<file path="src/rtl/subbytes_iter.sv">
// Iterative AES SubBytes / InvSubBytes engine for one 128-bit state.
// Substitutes LANES bytes per cycle in an internal work register.
//
// Ports:
//   clk, rst             clock and synchronous active-high reset
//   in_valid/in_ready    input handshake; in_state/in_inv latched on accept
//   in_state[127:0]      byte 0 = [127:120] ... byte 15 = [7:0]
//   in_inv               0 = SubBytes, 1 = InvSubBytes (only when INV_EN=1)
//   out_valid/out_ready  output handshake; out_state held until accepted
//   out_state[127:0]     substituted state (the work register)
//   busy                 engine not idle
module subbytes_iter #(
    parameter int LANES  = 4,
    parameter int INV_EN = 1
) (
    input  logic         clk,
    input  logic         rst,
    input  logic         in_valid,
    output logic         in_ready,
    input  logic [127:0] in_state,
    input  logic         in_inv,
    output logic         out_valid,
    input  logic         out_ready,
    output logic [127:0] out_state,
    output logic         busy
);

    localparam int STEPS = 16 / LANES;
    localparam int CNT_W = (STEPS > 1) ? $clog2(STEPS) : 1;
    localparam logic [CNT_W-1:0] LAST = CNT_W'(STEPS - 1);
    localparam logic INV_B = (INV_EN != 0);

    if (!(LANES == 1 || LANES == 2 || LANES == 4 ||
          LANES == 8 || LANES == 16)) begin : g_bad_lanes
        $error("subbytes_iter: LANES must be 1, 2, 4, 8 or 16");
    end

    localparam logic [0:255][7:0] SBOX = {
        128'h637c777bf26b6fc53001672bfed7ab76,
        128'hca82c97dfa5947f0add4a2af9ca472c0,
        128'hb7fd9326363ff7cc34a5e5f171d83115,
        128'h04c723c31896059a071280e2eb27b275,
        128'h09832c1a1b6e5aa0523bd6b329e32f84,
        128'h53d100ed20fcb15b6acbbe394a4c58cf,
        128'hd0efaafb434d338545f9027f503c9fa8,
        128'h51a3408f929d38f5bcb6da2110fff3d2,
        128'hcd0c13ec5f974417c4a77e3d645d1973,
        128'h60814fdc222a908846eeb814de5e0bdb,
        128'he0323a0a4906245cc2d3ac629195e479,
        128'he7c8376d8dd54ea96c56f4ea657aae08,
        128'hba78252e1ca6b4c6e8dd741f4bbd8b8a,
        128'h703eb5664803f60e613557b986c11d9e,
        128'he1f8981169d98e949b1e87e9ce5528df,
        128'h8ca1890dbfe6426841992d0fb054bb16
    };

    typedef enum logic [1:0] {
        IDLE,
        RUN,
        DONE
    } state_t;

    state_t             state_q, state_d;
    logic [CNT_W-1:0]   cnt_q, cnt_d;
    logic [127:0]       work_q, work_d;
    logic               mode_q, mode_d;

    logic [LANES-1:0][7:0] lane_in;
    logic [LANES-1:0][7:0] lane_fwd;
    logic [LANES-1:0][7:0] lane_inv;
    logic [LANES-1:0][7:0] lane_out;
    int                    base;

    // First byte index of the lane group handled this cycle.
    always_comb begin
        base = 0;
        if (STEPS > 1) begin
            base = int'(cnt_q) * LANES;
        end
    end

    always_comb begin
        lane_in = '0;
        for (int l = 0; l < LANES; l++) begin
            lane_in[l] = work_q[8*(15 - base - l) +: 8];
        end
    end

    for (genvar l = 0; l < LANES; l++) begin : g_lane
        assign lane_fwd[l] = SBOX[lane_in[l]];

        if (INV_EN != 0) begin : g_inv
            localparam logic [0:255][7:0] ISBOX = {
                128'h52096ad53036a538bf40a39e81f3d7fb,
                128'h7ce339829b2fff87348e4344c4dee9cb,
                128'h547b9432a6c2233dee4c950b42fac34e,
                128'h082ea16628d924b2765ba2496d8bd125,
                128'h72f8f66486689816d4a45ccc5d65b692,
                128'h6c704850fdedb9da5e154657a78d9d84,
                128'h90d8ab008cbcd30af7e45805b8b34506,
                128'hd02c1e8fca3f0f02c1afbd0301138a6b,
                128'h3a9111414f67dcea97f2cfcef0b4e673,
                128'h96ac7422e7ad3585e2f937e81c75df6e,
                128'h47f11a711d29c5896fb7620eaa18be1b,
                128'hfc563e4bc6d279209adbc0fe78cd5af4,
                128'h1fdda8338807c731b11210592780ec5f,
                128'h60517fa919b54a0d2de57a9f93c99cef,
                128'ha0e03b4dae2af5b0c8ebbb3c83539961,
                128'h172b047eba77d626e169146355210c7d
            };
            assign lane_inv[l] = ISBOX[lane_in[l]];
        end else begin : g_no_inv
            // mode_q is tied low here, so this path is never selected.
            assign lane_inv[l] = lane_fwd[l];
        end

        assign lane_out[l] = mode_q ? lane_inv[l] : lane_fwd[l];
    end

    always_comb begin
        state_d = state_q;
        cnt_d   = cnt_q;
        work_d  = work_q;
        mode_d  = mode_q;
        unique case (state_q)
            IDLE: begin
                if (in_valid && in_ready) begin
                    work_d  = in_state;
                    mode_d  = in_inv & INV_B;
                    cnt_d   = '0;
                    state_d = RUN;
                end
            end
            RUN: begin
                for (int l = 0; l < LANES; l++) begin
                    work_d[8*(15 - base - l) +: 8] = lane_out[l];
                end
                if (cnt_q == LAST) begin
                    cnt_d   = '0;
                    state_d = DONE;
                end else begin
                    cnt_d = cnt_q + 1'b1;
                end
            end
            DONE: begin
                if (out_ready) begin
                    state_d = IDLE;
                end
            end
            default: state_d = IDLE;
        endcase
    end

    always_ff @(posedge clk) begin
        if (rst) begin
            state_q <= IDLE;
            cnt_q   <= '0;
            work_q  <= '0;
            mode_q  <= 1'b0;
        end else begin
            state_q <= state_d;
            cnt_q   <= cnt_d;
            work_q  <= work_d;
            mode_q  <= mode_d;
        end
    end

    assign in_ready  = (state_q == IDLE) && !rst;
    assign out_valid = (state_q == DONE);
    assign out_state = work_q;
    assign busy      = (state_q != IDLE);

endmodule
</file>
<file path="config.mk">
export PLATFORM = sky130hd
export DESIGN_NAME = subbytes_iter
export DESIGN_NICKNAME = d
export VERILOG_FILES = /design/src/rtl/subbytes_iter.sv
export SDC_FILE = /design/constraint.sdc
export NUM_CORES = 2
export LEC_CHECK = 0
export ABC_AREA = 0
export CAP_MARGIN = 5
export CORE_UTILIZATION = 25
export DETAILED_ROUTE_END_ITERATION = 10
export HOLD_SLACK_MARGIN = 0.15
export PLACE_DENSITY_LB_ADDON = 0.12
export SLEW_MARGIN = 5
export SYNTH_ARGS = -nofsm -noshare
export SYNTH_HDL_FRONTEND = slang
export SYNTH_SLANG_ARGS = --single-unit
export TNS_END_PERCENT = 10
</file>
<file path="constraint.sdc">
create_clock -name clk -period 5.8 [get_ports clk]
set_input_delay 0.87 -clock clk [delete_from_list [all_inputs] [get_ports clk]]
set_output_delay 0.87 -clock clk [all_outputs]
set_load 0.01 [all_outputs]
</file>
==> metrics.md <==
| Metric | Value |
|---|---|
| Pre-antenna DRT Iters | `7` |
| Max-slew violations | `0` |
| Detail Route Antenna Nets | `0` |
| CP most frequent cell | `a311oi_1` |
| Final WS setup | `~480 ps` |
| Switching pwr | `0.00723 W` |
| Worst-path fanout max | `17` |
| Worst r2r path cells | `13` |
| Starting density of the core | `25.3%` |
| TritonCTS Buffers | `17` |
| Family with the most delay on the worst path | `compound AO/OA/AOI/OAI gates` |
| Yosys cell types | `116` |
| Post-Syn Instances | `between 4000 and 5000` |
| CP Launch Type | `flop` |
| Post-cts sizing count | `0` |
| Seq/Total Area, Yosys | `between 8 and 9%` |
| Hold Path End | `out_state[47]` |
| WP buf/inv | `2` |
| Final setup viols | `0` |
| Core Box Area | `roughly 120000 um^2` |
| Remaining Overflow, GRT | `0` |
| CTS tree | `done` |
| Cell Pwr Density | `311 nW/um^2` |
| Initial antenna violation count | `18` |
| HP Start | `out_state[47]` |
| Final WL | `281000 um` |
| DRC viols | `0` |
| Routed via count | `about 47000` |
| Register-to-Register Setup Slack | `480 ps` |
| Slowest stage delay, CP | `about 660 ps` |
| WL/cell | `43.9 um` |
| RR Endpoint | `out_state[57]` |
| CTS sink cnt | `~130` |
| Synth Warn # | `0` |
| WP data required | `6180 ps` |
| Clock Path Buffers | `2` |
| Worst skew pair latency | `approximately 530 ps` |
| Critical path class | `flop to flop` |
| Largest net degree at the start of global routing | `88` |
| Initial DRC Count | `slightly above 8000` |
| Hpwl dp | `around 210000 um` |
| Post-synth net total | `~5000` |
| Status | `complete, no violations` |
| Mean number of vias per cell | `about 7.3` |
| Synth async-reset ratio | `0%` |
| Worst clock skew | `35.6 ps` |
| Tcrit/Tclk final | `just over 90%` |
| Vert. Die Dim | `around 360 um` |
| Root buffer cell | `clkbuf_16` |
| Layout area overhead | `17.1%` |
| Hold depth | `2` |
| EDFF count, synth | `0` |
| Die Area | `127000 um^2` |
| Cells along the critical path | `buf_4 > mux2i_1 > mux2_2 > ha_1 > inv_1 > o21ai_0 > a31oi_1 > a311oi_1 > a311oi_1 > a2111oi_1 > a211oi_2 > a221oi_1 > nor3_1` |
| Max-Cap Viols | `0` |
| P_int | `between 0.004 and 0.005 W` |
| H-Tree Level Count | `4` |
| Synth Flop Type | `dfxtp_1` |
| Crit end category | `flop` |
| Top Ports | `between 200 and 300` |
| First-pass GRT wire length | `roughly 380000 um` |
| Syn avg cell area | `around 6.7 um^2` |
| Post-Syn Area | `approximately 31000 um^2` |
| Clock power share | `about a tenth` |
| Setup TNS | `0 ps` |
| Crit. path cell count | `13` |
| Buffers on Ports | `roughly 260` |
| Core Rows | `roughly 130` |
| Comb pwr share | `about four fifths` |
| Die width | `around 360 um` |
| Dpl ws | `632 ps` |
| Vias in the first global route | `43424` |
| Peak supply drop | `0.234 mV` |
| Worst path slowest cell | `o21ai_0` |
| WP data arrival | `between 5000 and 6000 ps` |
| FMAX | `about 0.19 GHz` |
| Final hold vios | `0` |
| Seq pwr share | `around 9.9%` |
| Placer Congestion | `around 1.1` |
| Sw Ratio | `approximately 63%` |
| Layout fillers | `between 10000 and 15000` |
| Post-CTS Setup Inserts | `0` |
| Share of layout cells above drive strength 1 | `about an eighth` |
| Hold Path Class | `flop to flop` |
| Worst slew margin | `between 10% and 20%` |
| Net count, final | `approximately 5000` |
| # hold bufs at CTS | `0` |
| Yosys reg bits | `around 130` |
| Final min period | `around 5300 ps` |
| Worst slew pin tran | `between 1000 and 1500 ps` |
| Leak pwr | `between 10 and 15 nW` |
| Reg clk slew, reported paths | `~70 ps` |
| Unrepaired setup endpoints after global routing | `false` |
| Reg2reg start | `cnt_q[0]` |
| GRT Util Overall | `between 40% and 50%` |
## power by group through the flow
stage	clock network (W)	logic (W)	registers, W
2_1_floorplan	0	0.00468	0.00111
3_3_place_gp	0	0.00883	0.00115
3_5_place_dp	0	0.00854	0.00114
4_1_cts	0.00121	0.00857	0.00113
5_1_grt	0.00123	0.00918	0.00114
6_report	0.00119	0.00912	0.00113
## synthesized netlist by cell type (19+ instances only)
cell type | number | area [um^2]
a221oi_1 | 123 | 1080
a31oi_1 | 130 | 813
nand3_1 | 203 | 1020
o22ai_1 | 71 | 444
o211ai_1 | 108 | 811
mux2i_1 | 89 | 891
o32ai_1 | 20 | 175
nor2_1 | 397 | 1490
nand2_1 | 393 | 1480
a311o_1 | 19 | 190
ha_1 | 81 | 1010
o21a_1 | 19 | 143
a211oi_1 | 113 | 848
a21oi_1 | 411 | 2060
inv_1 | 47 | 176
o31ai_1 | 36 | 270
buf_2 | 224 | 1120
or2_2 | 27 | 169
buf_6 | 38 | 428
a21o_1 | 45 | 338
or3_1 | 26 | 163
o21ai_0 | 340 | 1700
buf_1 | 37 | 139
and3_1 | 35 | 219
nand4_1 | 36 | 225
o311ai_1 | 19 | 166
nor4_1 | 22 | 138
a32oi_1 | 48 | 420
a22oi_1 | 27 | 203
nor3_1 | 177 | 886
o221ai_1 | 70 | 613
buf_4 | 42 | 315
nor3b_1 | 21 | 158
mux2_2 | 29 | 327
clkbuf_1 | 259 | 972
mux4_2 | 30 | 676
o311a_1 | 24 | 240
a2111oi_0 | 33 | 289
nor2b_1 | 54 | 338
a311oi_1 | 91 | 797
o2111ai_1 | 37 | 324
o311ai_0 | 68 | 596
dfxtp_1 | 133 | 2660
and2_1 | 48 | 300
nand2b_1 | 103 | 644
## worst min-delay path, delay by kind of cell (launching register included)
family           cells  cell delay (ps)
DFF                  1              330
and+or+nand+nor      2              150
## worst max-delay path by stage
stage | from | to
finish | cnt_q[0] | out_state[57]
CTS | cnt_q[0] | out_state[57]
floorplan | cnt_q[0] | out_state[43]
global placement | cnt_q[1] | out_state[88]
global route | cnt_q[0] | out_state[57]
detailed placement | cnt_q[0] | out_state[57]
## flip-flops by register name, indices dropped and copies added, names as in the netlist
signal	count
cnt_q	2
mode_q	1
out_state	128
state_q	2
## stage by stage
stage / cell area, um^2 / utilization [%] / total power, W / hold WS, ps / std cells
2_1_floorplan: 31400 / - / 0.00579 / 499 / 4713
3_3_place_gp: 36200 / 29.1 / 0.00998 / 505 / 6366
3_5_place_dp: 36200 / 29.1 / 0.00968 / 514 / 6366
4_1_cts: 36800 / 29.6 / 0.0109 / 528 / 6398
5_1_grt: 36800 / 29.6 / 0.0115 / 550 / 6399
6_report: 36800 / 29.6 / 0.0114 / 527 / 6404
## kinds of logic (layout without fill, tap and decap cells)
family                     count (synthesis)  in the layout  share of synthesized area [%]
AOI/OAI and AO/OA                       2055           2055                           46.4
xor gates and xnor gates                  16             16                          0.494
adders and majority gates                 81             81                           3.23
buffers and inverters                    660            709                           10.4
DFF                                      133            133                           8.48
muxes                                    151            151                           6.17
other                                      0              5                              0
and+or+nand+nor                         1617           1617                           24.9
## layout make-up
type	count	area (um^2)	share of cell area, %
Multi-Input combinational cell	3920	25600	69.6
Timing Repair Buffer	623	5650	15.4
Sequential cell	133	2670	7.27
Tap cell	1637	2050	5.57
Clock buffer	17	425	1.16
Inverter	54	213	0.578
Clock inverter	15	159	0.432
Antenna cell	5	12.5	0.0340
## placed cells by master, fill, tap and decap left out, types with 41 or more instances in the layout
master / synthesis / layout
o21ai_0: 340 / 339
a311oi_1: 91 / 91
a21oi_1: 411 / 407
dfxtp_1: 133 / 130
nand2_1: 393 / 393
buf_4: 42 / 335
a32oi_1: 48 / 48
o221ai_1: 70 / 70
o22ai_1: 71 / 71
ha_1: 81 / 81
o311ai_0: 68 / 68
and2_1: 48 / 48
a221oi_1: 123 / 123
nand3_1: 203 / 203
nor2b_1: 54 / 53
a211oi_1: 113 / 113
nor3_1: 177 / 176
mux2i_1: 89 / 87
clkdlybuf4s50_1: 0 / 262
nor2_1: 397 / 394
a31oi_1: 130 / 130
o211ai_1: 108 / 108
a21o_1: 45 / 41
nand2b_1: 103 / 102
inv_1: 47 / 45
## layer usage
layer | wire (um) | global-route usage, %
met4 | 19300 | 23.5
met2 | 116000 | 61.8
met5 | 119 | 0
met3 | 34200 | 12.0
met1 | 112000 | 55.4
Power figures use the tool's default switching activity.
